### src/rtl/mem_bus_arbiter_if.sv
// mem_bus_arbiter_if
//   Groups the three buses around mem_bus_arbiter:
//     i_*  instruction-fetch requester (valid/addr in, ok/data out)
//     d_*  data requester (valid/addr/size/strobe/wdata in, ok/data out)
//     m_*  shared memory port (valid/addr/size/strobe/wdata out, ok/data in)
//   Modports:
//     slave  - the arbiter's view (takes requests, drives the memory port)
//     master - the surrounding system's view (requesters plus memory)
interface mem_bus_arbiter_if #(
  parameter int unsigned ADDR_W = 64
);
  logic              i_valid;
  logic [ADDR_W-1:0] i_addr;
  logic              i_ok;
  logic [31:0]       i_data;

  logic              d_valid;
  logic [ADDR_W-1:0] d_addr;
  logic [2:0]        d_size;
  logic [7:0]        d_strobe;
  logic [63:0]       d_wdata;
  logic              d_ok;
  logic [63:0]       d_data;

  logic              m_valid;
  logic [ADDR_W-1:0] m_addr;
  logic [2:0]        m_size;
  logic [7:0]        m_strobe;
  logic [63:0]       m_wdata;
  logic              m_ok;
  logic [63:0]       m_data;

  modport slave (
    input  i_valid, i_addr, d_valid, d_addr, d_size, d_strobe, d_wdata,
           m_ok, m_data,
    output i_ok, i_data, d_ok, d_data,
           m_valid, m_addr, m_size, m_strobe, m_wdata
  );

  modport master (
    output i_valid, i_addr, d_valid, d_addr, d_size, d_strobe, d_wdata,
           m_ok, m_data,
    input  i_ok, i_data, d_ok, d_data,
           m_valid, m_addr, m_size, m_strobe, m_wdata
  );
endinterface

### src/rtl/mem_bus_arbiter.sv
// mem_bus_arbiter
//   Shares one memory port between an instruction-fetch requester (I) and a
//   data requester (D). A request seen in IDLE is granted at the next edge;
//   the grant is held until m_ok, then the arbiter returns to IDLE for at
//   least one cycle. While granted, the m_* fields and the requester's ok/data
//   follow the bus combinationally so completion is reported in the m_ok cycle.
//   Ports:
//     clk    - clock, all state on posedge
//     reset  - synchronous, active-high; forces IDLE and "D preferred"
//     bus    - mem_bus_arbiter_if.slave (i_*, d_*, m_* signals)
//   Configuration:
//     ARB_ROUND_ROBIN_EN - when defined, ties alternate using a pointer that
//                          favours the requester not served last; otherwise
//                          D always wins ties and no pointer exists.
module mem_bus_arbiter #(
  parameter int unsigned ADDR_W = 64
) (
  input logic             clk,
  input logic             reset,
  mem_bus_arbiter_if.slave bus
);

  typedef enum logic [1:0] {
    IDLE    = 2'd0,
    GRANT_I = 2'd1,
    GRANT_D = 2'd2
  } state_t;

  state_t            state;
  logic              pick_d;
  logic [ADDR_W-1:0] addr_mux;

`ifdef ARB_ROUND_ROBIN_EN
  logic prefer_d;

  always_comb pick_d = bus.d_valid && (!bus.i_valid || prefer_d);

  // Pointer moves only on completed transfers, so an aborted grant
  // (reset mid-transaction) does not count as a turn.
  always_ff @(posedge clk) begin
    if (reset) begin
      prefer_d <= 1'b1;
    end else if (bus.m_ok) begin
      if (state == GRANT_D) prefer_d <= 1'b0;
      else if (state == GRANT_I) prefer_d <= 1'b1;
    end
  end
`else
  always_comb pick_d = bus.d_valid;
`endif

  always_ff @(posedge clk) begin
    if (reset) begin
      state <= IDLE;
    end else begin
      case (state)
        IDLE: begin
          if (pick_d)           state <= GRANT_D;
          else if (bus.i_valid) state <= GRANT_I;
        end
        // Requester valid is not re-checked: only m_ok ends a grant.
        GRANT_I: if (bus.m_ok) state <= IDLE;
        GRANT_D: if (bus.m_ok) state <= IDLE;
        default: state <= IDLE;
      endcase
    end
  end

  always_comb begin
    bus.m_valid  = 1'b0;
    addr_mux     = '0;
    bus.m_size   = '0;
    bus.m_strobe = '0;
    bus.m_wdata  = '0;
    bus.i_ok     = 1'b0;
    bus.i_data   = '0;
    bus.d_ok     = 1'b0;
    bus.d_data   = '0;
    case (state)
      GRANT_I: begin
        bus.m_valid = 1'b1;
        addr_mux    = bus.i_addr;
        bus.m_size  = 3'b010;
        bus.i_ok    = bus.m_ok;
        // Fetch returns the 32-bit half selected by address bit 2.
        if (bus.m_ok)
          bus.i_data = bus.i_addr[2] ? bus.m_data[63:32] : bus.m_data[31:0];
      end
      GRANT_D: begin
        bus.m_valid  = 1'b1;
        addr_mux     = bus.d_addr;
        bus.m_size   = bus.d_size;
        bus.m_strobe = bus.d_strobe;
        bus.m_wdata  = bus.d_wdata;
        bus.d_ok     = bus.m_ok;
        if (bus.m_ok) bus.d_data = bus.m_data;
      end
      default: ;
    endcase
  end

  assign bus.m_addr = addr_mux;

endmodule
### src/flat_wrapper.sv
// flat-port wrapper written by rule: the top's interface ports become plain ports
module mem_bus_arbiter_flat 
#(
  parameter int unsigned ADDR_W = 64
)
  (clk, reset, bus_i_valid, bus_i_addr, bus_d_valid, bus_d_addr, bus_d_size, bus_d_strobe, bus_d_wdata, bus_m_ok, bus_m_data, bus_i_ok, bus_i_data, bus_d_ok, bus_d_data, bus_m_valid, bus_m_addr, bus_m_size, bus_m_strobe, bus_m_wdata);
  mem_bus_arbiter_if #(.ADDR_W(ADDR_W)) bus_i ();
  input logic clk;
  input logic reset;
  input wire logic [$bits(bus_i.i_valid)-1:0] bus_i_valid;
  input wire logic [$bits(bus_i.i_addr)-1:0] bus_i_addr;
  input wire logic [$bits(bus_i.d_valid)-1:0] bus_d_valid;
  input wire logic [$bits(bus_i.d_addr)-1:0] bus_d_addr;
  input wire logic [$bits(bus_i.d_size)-1:0] bus_d_size;
  input wire logic [$bits(bus_i.d_strobe)-1:0] bus_d_strobe;
  input wire logic [$bits(bus_i.d_wdata)-1:0] bus_d_wdata;
  input wire logic [$bits(bus_i.m_ok)-1:0] bus_m_ok;
  input wire logic [$bits(bus_i.m_data)-1:0] bus_m_data;
  output wire logic [$bits(bus_i.i_ok)-1:0] bus_i_ok;
  output wire logic [$bits(bus_i.i_data)-1:0] bus_i_data;
  output wire logic [$bits(bus_i.d_ok)-1:0] bus_d_ok;
  output wire logic [$bits(bus_i.d_data)-1:0] bus_d_data;
  output wire logic [$bits(bus_i.m_valid)-1:0] bus_m_valid;
  output wire logic [$bits(bus_i.m_addr)-1:0] bus_m_addr;
  output wire logic [$bits(bus_i.m_size)-1:0] bus_m_size;
  output wire logic [$bits(bus_i.m_strobe)-1:0] bus_m_strobe;
  output wire logic [$bits(bus_i.m_wdata)-1:0] bus_m_wdata;
  assign bus_i.i_valid = bus_i_valid;
  assign bus_i.i_addr = bus_i_addr;
  assign bus_i.d_valid = bus_d_valid;
  assign bus_i.d_addr = bus_d_addr;
  assign bus_i.d_size = bus_d_size;
  assign bus_i.d_strobe = bus_d_strobe;
  assign bus_i.d_wdata = bus_d_wdata;
  assign bus_i.m_ok = bus_m_ok;
  assign bus_i.m_data = bus_m_data;
  assign bus_i_ok = bus_i.i_ok;
  assign bus_i_data = bus_i.i_data;
  assign bus_d_ok = bus_i.d_ok;
  assign bus_d_data = bus_i.d_data;
  assign bus_m_valid = bus_i.m_valid;
  assign bus_m_addr = bus_i.m_addr;
  assign bus_m_size = bus_i.m_size;
  assign bus_m_strobe = bus_i.m_strobe;
  assign bus_m_wdata = bus_i.m_wdata;
  mem_bus_arbiter #(.ADDR_W(ADDR_W)) u_core (.clk(clk), .reset(reset), .bus(bus_i));
endmodule
### config.mk
export PLATFORM = sky130hd
export DESIGN_NAME = mem_bus_arbiter_flat
export DESIGN_NICKNAME = d
export VERILOG_FILES = /design/src/rtl/mem_bus_arbiter_if.sv /design/src/rtl/mem_bus_arbiter.sv /design/src/flat_wrapper.sv
export SDC_FILE = /design/constraint.sdc
export NUM_CORES = 1
export LEC_CHECK = 0
export BUFFER_PORTS_ARGS = -buffer_cell sky130_fd_sc_hd__buf_2
export CELL_PAD_IN_SITES_DETAIL_PLACEMENT = 2
export CELL_PAD_IN_SITES_GLOBAL_PLACEMENT = 2
export CORE_AREA = 2 2 197 199
export CTS_BUF_LIST = sky130_fd_sc_hd__clkbuf_8 sky130_fd_sc_hd__clkbuf_16
export CTS_CLUSTER_DIAMETER = 100
export CTS_CLUSTER_SIZE = 40
export DETAILED_ROUTE_END_ITERATION = 16
export DIE_AREA = 0 0 199 201
export GPL_ROUTABILITY_DRIVEN = 1
export GPL_TIMING_DRIVEN = 0
export HOLD_SLACK_MARGIN = 0.08
export PLACE_DENSITY_LB_ADDON = 0.1
export SYNTH_ARGS = -nofsm -noshare
export SYNTH_HDL_FRONTEND = slang
export SYNTH_SLANG_ARGS = --single-unit
export TNS_END_PERCENT = 5
### constraint.sdc
create_clock -name clk -period 1.6 [get_ports clk]
set_input_delay 0.08 -clock clk [delete_from_list [all_inputs] [get_ports clk]]
set_output_delay 0.08 -clock clk [all_outputs]
set_load 0.1 [all_outputs]
# After elaboration in Yosys (flattened, before gate mapping)
# Index checks and enable logic that the tools add are counted.
[totals]
regBits = 2
wordCells = 24
in_bits = 272
[classes]
eq_ne = 4
n_mux = 16
n_reduce_logical = 3
[op_table]
columns = ["operator", "count"]
rows = [
  ["$mux 64", 3],
  ["$pmux 64 s2", 1],
  ["$mux 32", 3],
  ["$mux 8", 1],
  ["$mux 2", 3],
  ["$pmux 3 s2", 1],
  ["$pmux 2 s2", 1],
  ["$mux 1", 3],
  ["$ne 3x3->1 const B", 1],
  ["$eq 2x1->1 const B", 1],
  ["$eq 2x2->1 const B", 1],
  ["$logic_not 2->1", 1],
  ["$ne 2x1->1 const B", 1],
  ["$reduce_and 2->1", 1],
  ["$reduce_or 2->1", 1],
]

# Longest topological paths before layout
# Gate-level depths: netlist of the first run.
[depth]
word_depth = 4
depth_mapped = 6
mapped_depth_nobuf = 5

# Worst setup path after synthesis of the first run
# OpenSTA, ideal clock, no wires.
[synth_timing]
path_type = "register -> output"
startpoint = "register u_core.state[0]"
endpoint = "output bus_m_size[1]"
required_ns = 1.520
path_slack_ns = -1.236
arrival_ns = 2.756
stages_incl_launch_ff = 4
path_cell_list = "dfxtp_1 > inv_1 > ha_1 > nor2b_1"
[synth_between]
elab_chain_len = 2
word_cells_on_any_way = 3
classes_between = "eq/ne: 2; mux: 1"
[synth_rtl]
columns = ["item", "line", "rtl"]
rows = [
  ["start: declaration", "mem_bus_arbiter.sv:29", "state_t state;"],
  ["start signal: assignment", "mem_bus_arbiter.sv:54", "state <= IDLE;"],
  ["start signal: assignment", "mem_bus_arbiter.sv:58", "if (pick_d) state <= GRANT_D;"],
  ["start signal: assignment", "mem_bus_arbiter.sv:59", "else if (bus.i_valid) state <= GRANT_I;"],
  ["$eq 2x2->1 / $eq 2x1->1 (equally long branches)", "mem_bus_arbiter.sv:79", "case (state)"],
  ["$pmux 3 s2 *", "mem_bus_arbiter.sv:79", ""],
  ["end: declaration", "flat_wrapper.sv:25", "output wire logic [$bits(bus_i.m_size)-1:0] bus_m_size;"],
]
# Every way passes the cells marked *; elsewhere a longest branch is shown, timed or not.

# Final worst setup path of the first run
[layout_timing]
startpoint = "register u_core.state[1]"
endpoint = "output bus_m_addr[1]"
[layout_between]
elab_chain_len = 2
word_cells_on_any_way = 3
classes_between = "eq/ne: 2; mux: 1"
[layout_rtl]
columns = ["item", "line", "rtl"]
rows = [
  ["$eq 2x2->1 / $eq 2x1->1 (equally long branches)", "mem_bus_arbiter.sv:79", ""],
  ["$pmux 64 s2 *", "mem_bus_arbiter.sv:79", ""],
  ["end: declaration", "flat_wrapper.sv:24", "output wire logic [$bits(bus_i.m_addr)-1:0] bus_m_addr;"],
]
# Marks and branches as above.

==> results by group, run 1 <==
Finish
  – Biggest register: u_core.state
  – Most common cell after layout, fill and taps aside: buf_2
  – Ratio of cells with drive above 1 in the final layout: about 73%
  – Fillcell total: about 4300
  – Max reg flops: 2
  – Utilization after layout: around 24%
  – P&R area growth vs syn: 299%
  – Reg area: 45.0 sq um
  – Biggest regs: u_core.state: 2 flops
  – Area occupied by multi-input gates: roughly 0.0024 sq mm
  – NumNets Final: between 1000 and 1500
  – Most frequent cells in the layout: 273 x buf_2, 149 x buf_12, 72 x buf_8
  – Design area: between 0.009 and 0.01 sq mm

Critical path
  – Crit path cell chain: inv_2, ha_4, and2_4, buf_12, buf_12, a22o_1, buf_12
  – Critical path origin: u_core.state[1]
  – Crit path max-delay cell type: dfxtp_2
  – Critical path endpoint category: output port
  – Crit path launch type: flip-flop
  – WP data required: 1.52 ns
  – Arrival @ worst endpoint: between 1.5 and 2 ns
  – Worst r2r src: u_core.state[1]
  – R2R depth: 6
  – Crit Path Class: flip-flop to output port
  – Slowest stage delay, CP: 0.33 ns
  – Critical Path Stages: 7
  – Delay-heaviest family, CP: buffers and inverters
  – CP Max Fanout: 10
  – Most used cell, CP: buf_12
  – Critical path buffer and inverter count: 4

Detailed routing
  – Final antenna-violating net count: 0
  – Routed WL: 25600 um
  – 1st-iter DRT viols: 119
  – Wire per inst: 18.6 um
  – DR pass1 iterations: 4
  – Via-per-instance ratio: approximately 3.5
  – Vias: between 4000 and 5000
  – Drt drc: 0

Min path
  – Worst Hold Path Cells: 3
  – Hold path startpoint: bus_d_valid
  – HP Class: input pin to flip-flop

Timing
  – FMAX: ~0.54 GHz
  – RSZ-0062 raised after global routing: yes
  – Final setup viols: about 180
  – Crit share post-route: 115%
  – Clk_skew: ~0.0028 ns
  – Worst Max-Slew Pin Slew: between 0.5 and 0.6 ns
  – Max_slew headroom: slightly above 60%
  – Fin. Hold Viols: 0
  – Max-slew violation count: 0
  – Min cycle time layout: approximately 1.8 ns
  – Final worst setup slack: -0.246 ns

Yosys
  – Post-synthesis instance area: ~0.0023 sq mm
  – Synth cell types: 20
  – Yosys warns: 0
  – Synthesized flop and latch total: 2
  – Post-synth top area share: about a quarter
  – Register area share after synthesis: under 10%
  – Synth Area per Inst: around 7 sq um
  – Post-Syn Instances: roughly 330
  – Net Count, Synth: between 600 and 700
  – Dominant cell type by area after synthesis: a22o_1
  – Synth area leaders: a22o_1 24%, and2_1 20%, and3_1 18%

CTS
  – CTS Buf Count: 3
  – Worst-case clock buffer depth: 2
  – Clock transition at the registers of the reported paths: 0.03 ns
  – TritonCTS clock tree: yes
  – Worst skew pair latency: about 0.22 ns
  – Root Driver: clkbuf_16
  – H-tree depth: 1
  – Clock sink total: 2

Run status
  – Failing checks: setup timing
  – Outcome: complete, but fails checks

Placement
  – Placed Instance Area: roughly 0.0056 sq mm
  – Placer Congestion: 0.736
  – I/O Buffers: between 500 and 600
  – Hpwl dp: 21900 um

Floorplanning
  – Die X: a little under 200 um
  – Effective utilization at floorplan: 6.11%
  – Die Y: 201 um
  – Core area: between 0.03 and 0.04 sq mm
  – # IOs: a little over 500
  – Die ar.: roughly 0.04 sq mm
  – Cell row count: 72

Power and ir drop
  – PD cells: around 580 mW/mm^2
  – LEAKAGE: roughly 4.6 nW
  – Peak supply drop: about 0.33 mV

GRT
  – GRT overflow: 0
  – GRT Total Usage: between 10% and 20%
  – Initial antenna violation count: 6
  – First-pass GRT wire length: 35400 um
  – Largest net degree at the start of global routing: 11
  – Vias in the first global route: roughly 5300

Job
  – Max cap viols: 0
==> final cells by class <==
| cell class | count | area share [%] |
|---|---|---|
| timing repair buffer | 517 | 59.8 |
| multi-input combinational | 284 | 26.3 |
| tap | 518 | 6.97 |
| buffer | 42 | 5.38 |
| clock buffer | 3 | 0.807 |
| sequential | 2 | 0.484 |
| antenna | 5 | 0.135 |
| inverter | 3 | 0.121 |
==> routing by layer <==
metal | vias up | GRT usage [%] | share of wire, %
li1 | 2246 | - | -
met1 | 2304 | 12.2 | 36
met2 | 250 | 23.9 | 56
met3 | 10 | 2.87 | 7.7
met4 | 0 | 1.07 | 0.64
met5 | - | 0 | 0
==> power breakdown <==
group | internal [mW] | switching (mW) | total, mW
registers | 0.0565 | 0.00553 | 0.0620
clock network | 0.317 | 0.0504 | 0.368
logic | 1.69 | 3.23 | 4.92
==> Yosys cell counts <==
library cell  count
buf_6            13
a21oi_1           3
a22o_1           64
mux2i_1          32
dfxtp_1           2
clkbuf_1         20
nand3_1           1
a211oi_1          1
nand2_1           1
clkbuf_2          2
inv_1             3
and2_1           75
nor2_1           32
buf_4             4
a21o_1            1
nand2b_1          3
ha_1              4
buf_2             4
and3_1           66
nor2b_1           1
==> worst reg2reg max path, stage by stage, from the launching register on <==
cell	delay (ns)
dfxtp_2	0.33
inv_2	0.06
ha_4	0.25
buf_4	0.14
nand2b_1	0.13
a21oi_1	0.09
a211oi_1	0.22
==> path summary, 6_finish.rpt <==
kind              slack, ns              end
setup / recovery      -0.25    bus_m_addr[1]
hold / removal         0.15  u_core.state[1]
setup reg to reg       0.28  u_core.state[0]
hold reg to reg        0.56  u_core.state[0]
==> metrics by stage <==
stage | hold slack [ns] | total power, mW | cells | setup slack (ns) | TNS, ns
2_1_floorplan | 0.142 | 2.95 | 332 | -0.658 | -68.50
3_3_place_gp | 0.260 | 3.88 | 1358 | -0.524 | -80.29
3_5_place_dp | 0.257 | 3.87 | 1358 | -0.529 | -80.93
4_1_cts | 0.136 | 5.23 | 1364 | -0.292 | -35.62
5_1_grt | 0.162 | 5.55 | 1373 | -0.305 | -43.17
6_report | 0.146 | 5.35 | 1374 | -0.246 | -24.11
==> kinds of logic after synthesis <==
kind of cell,after synthesis,share of synthesized area (%)
buf+inv,46,12.6
mux,32,13.7
compound gates,69,25.3
flops,2,1.72
fa+ha+maj,4,2.15
simple gates,179,44.5
==> repair_timing <==
item                                   4_1_cts  5_1_grt
endpoints found under the hold margin        2        0
hold buffers                                 1        0
resized for setup                          825      111
gates cloned                                 0        1
setup endpoints to repair                  237      234
pin swaps                                    5       22
buffers inserted                             2        5
(Power assumes the default switching activity.)
==> run 2: changes to the inputs <==
--- a/config.mk
+++ b/config.mk
@@ -14,10 +14,10 @@
 export CTS_CLUSTER_SIZE = 40
 export DETAILED_ROUTE_END_ITERATION = 16
 export DIE_AREA = 0 0 199 201
-export GPL_ROUTABILITY_DRIVEN = 1
 export GPL_TIMING_DRIVEN = 0
 export HOLD_SLACK_MARGIN = 0.08
 export PLACE_DENSITY_LB_ADDON = 0.1
+export SKIP_CTS_REPAIR_TIMING = 1
 export SYNTH_ARGS = -nofsm -noshare
 export SYNTH_HDL_FRONTEND = slang
 export SYNTH_SLANG_ARGS = --single-unit
==> run 2 against run 1 <==
Non-clock buffer count decreased by 5. Worst hold slack worse by 0.0087 ns. Fmax decreased by 1.7%. Sequential share of layout area is essentially flat. Critical endpoint is now bus_m_addr[57]. Sequential power is 1% higher. Global-route usage shrank 0.52 points. The run still ends with setup timing left. First-iteration DRC count is 11% lower. Highest routed layer unchanged. Critical path type unchanged.
==> results by group, run 2 (synthesis gave the netlist of run 1 again) <==
Timing
  – Clk_skew: 0.00247 ns (-0.000331 ns)
  – Worst Max-Slew Pin Slew: 0.599 ns (+0.0229 ns)
  – RSZ-0062 raised after global routing: yes
  – Hold slack final: 0.137 ns (-0.00868 ns)
  – Final worst setup slack: -0.278 ns (-0.0327 ns)
  – Setup tns final: -32.37 ns (-8.26 ns)
  – Max-slew violation count: 0 (unchanged)
  – FMAX: 0.532 GHz (-1.7%)
  – Final setup viols: 223 (+23%)
  – Fin. Hold Viols: 0 (unchanged)
  – Max_slew headroom: 60.1% (-1.5 points)
  – Min cycle time layout: 1.88 ns (+0.0327 ns)
  – Crit share post-route: 117% (+2.0 points)

Placement
  – I/O Buffers: 508 (unchanged)
  – Hpwl dp: 21900 um (unchanged)
  – Placed insts: 1358 (unchanged)
  – Place WS: -0.529 ns (unchanged)
  – Placer Congestion: 0.736 (unchanged)
  – Placed Instance Area: 0.00564 sq mm (unchanged)

Run status
  – Failing checks: setup timing
  – Outcome: complete, but fails checks

Finish
  – Final instance count without filler cells: 1367 (-0.51%)
  – Most frequent cells in the layout: 293 x buf_2, 80 x buf_6, 69 x and2_1, 69 x buf_12
  – Design area: 0.00810 sq mm (-13%)
  – NumNets Final: 1124 (-0.44%)
  – Ratio of cells with drive above 1 in the final layout: 69.9% (-3.3 points)
  – Utilization after layout: 21.3% (-3.1 points)
  – P&R area growth vs syn: 248%
  – Biggest register: u_core.state
  – Max reg flops: 2 (unchanged)
  – Fillcell total: 4421 (+2.4%)
  – Biggest regs: u_core.state: 2 flops
  – Most common cell after layout, fill and taps aside: buf_2

GRT
  – GRT Total Usage: 11.2% (-0.52 points)
  – Met2 usage: 22.6% (-1.3 points)
  – Initial antenna violation count: 4 (-2)
  – GRT Max-Usage Layer: met2
  – Met3 usage: 2.62% (-0.25 points)
  – Largest net degree at the start of global routing: 11 (unchanged)
  – GRT overflow: 0 (unchanged)
  – Vias in the first global route: 4939 (-6.2%)
  – First-pass GRT wire length: 33800 um (-4.7%)
  – Met1 usage in global routing: 12.3% (+0.061 points)

Min path
  – HP Class: input pin to flip-flop

Critical path
  – Crit Path Class: flip-flop to output port
  – Reg2reg setup slack: 0.29 ns (about the same)
  – Crit path launch type: flip-flop
  – WP data required: 1.52 ns (about the same)
  – Critical path endpoint category: output port
  – Arrival @ worst endpoint: 1.80 ns (+0.03 ns)
  – CP Max Fanout: 10 (unchanged)

CTS
  – Worst skew pair latency: 0.22 ns (about the same)
  – TritonCTS clock tree: yes
  – Clock sink total: 2 (unchanged)
  – Root Driver: clkbuf_16
  – CTS Buf Count: 3 (unchanged)
  – H-tree depth: 1 (unchanged)
  – Worst-case clock buffer depth: 2 (unchanged)
  – Clock transition at the registers of the reported paths: 0.03 ns (about the same)

Detailed routing
  – 1st-iter DRT viols: 106 (-11%)
  – Wire per inst: 18.4 um (-1.2%)
  – Final antenna-violating net count: 0 (unchanged)
  – Routed WL: 25200 um (-1.7%)
  – Drt drc: 0 (unchanged)
  – Vias: 4755 (-1.1%)
  – DR pass1 iterations: 4 (unchanged)
  – Via-per-instance ratio: 3.48 (-0.64%)

Power and ir drop
  – Peak supply drop: 0.330 mV (about the same)
  – PD cells: 618 mW/mm^2 (+7.4%)
  – Overall power: 5.01 mW (-6.5%)
  – LEAKAGE: 4.26 nW (-8.0%)

Floorplanning
  – Effective utilization at floorplan: 6.11% (unchanged)
  – # IOs: 510 (unchanged)
  – Cell row count: 72 (unchanged)
  – Die ar.: 0.0400 sq mm (unchanged)
  – Die Y: 201 um (unchanged)
  – Die X: 199 um (unchanged)
  – Core area: 0.0381 sq mm (unchanged)

Job
  – Max cap viols: 0 (unchanged)
run 2: power by group:
group | leakage (nW) | internal, mW | switching (mW) | total, mW
clock | 0.0370 | 0.317 | 0.0510 | 0.368
combinational | 4.21 | 1.42 | 3.16 | 4.58
sequential | 0.0172 | 0.0570 | 0.00572 | 0.0627
run 2: final cells by class:
type                       instances  area [sq um]  area share [%]
clock buffer                       3          75.1           0.927
sequential                         2          42.5           0.525
tap                              518           648            8.00
timing repair buffer             511          4700            58.0
multi-input combinational        284          2250            27.8
buffer                            43           363            4.48
antenna                            3          7.51          0.0927
inverter                           3          11.3           0.139
run 2: worst max-delay path, stage by stage (launching register included):
cell and delay, ns:
dfxtp_2 0.34, inv_2 0.06, ha_4 0.25, and2_4 0.16, buf_8 0.15, buf_6 0.15
a22o_4 0.28, buf_12 0.17
run 2: layer usage:
| layer | vias to the layer above | part of all wire, % | wire [um] |
|---|---|---|---|
| met5 | - | 0 | 0 |
| met4 | 0 | 0.44 | 112 |
| met3 | 8 | 7.9 | 1990 |
| met2 | 252 | 55 | 13900 |
| met1 | 2267 | 37 | 9190 |
| li1 | 2228 | - | - |
run 2: worst paths after layout:
check	startpoint	end	cells after the start
max reg2reg	u_core.state[0]	u_core.state[0]	6
max	u_core.state[0]	bus_m_addr[57]	7
min	bus_d_valid	u_core.state[1]	3
min reg2reg	u_core.state[0]	u_core.state[0]	2
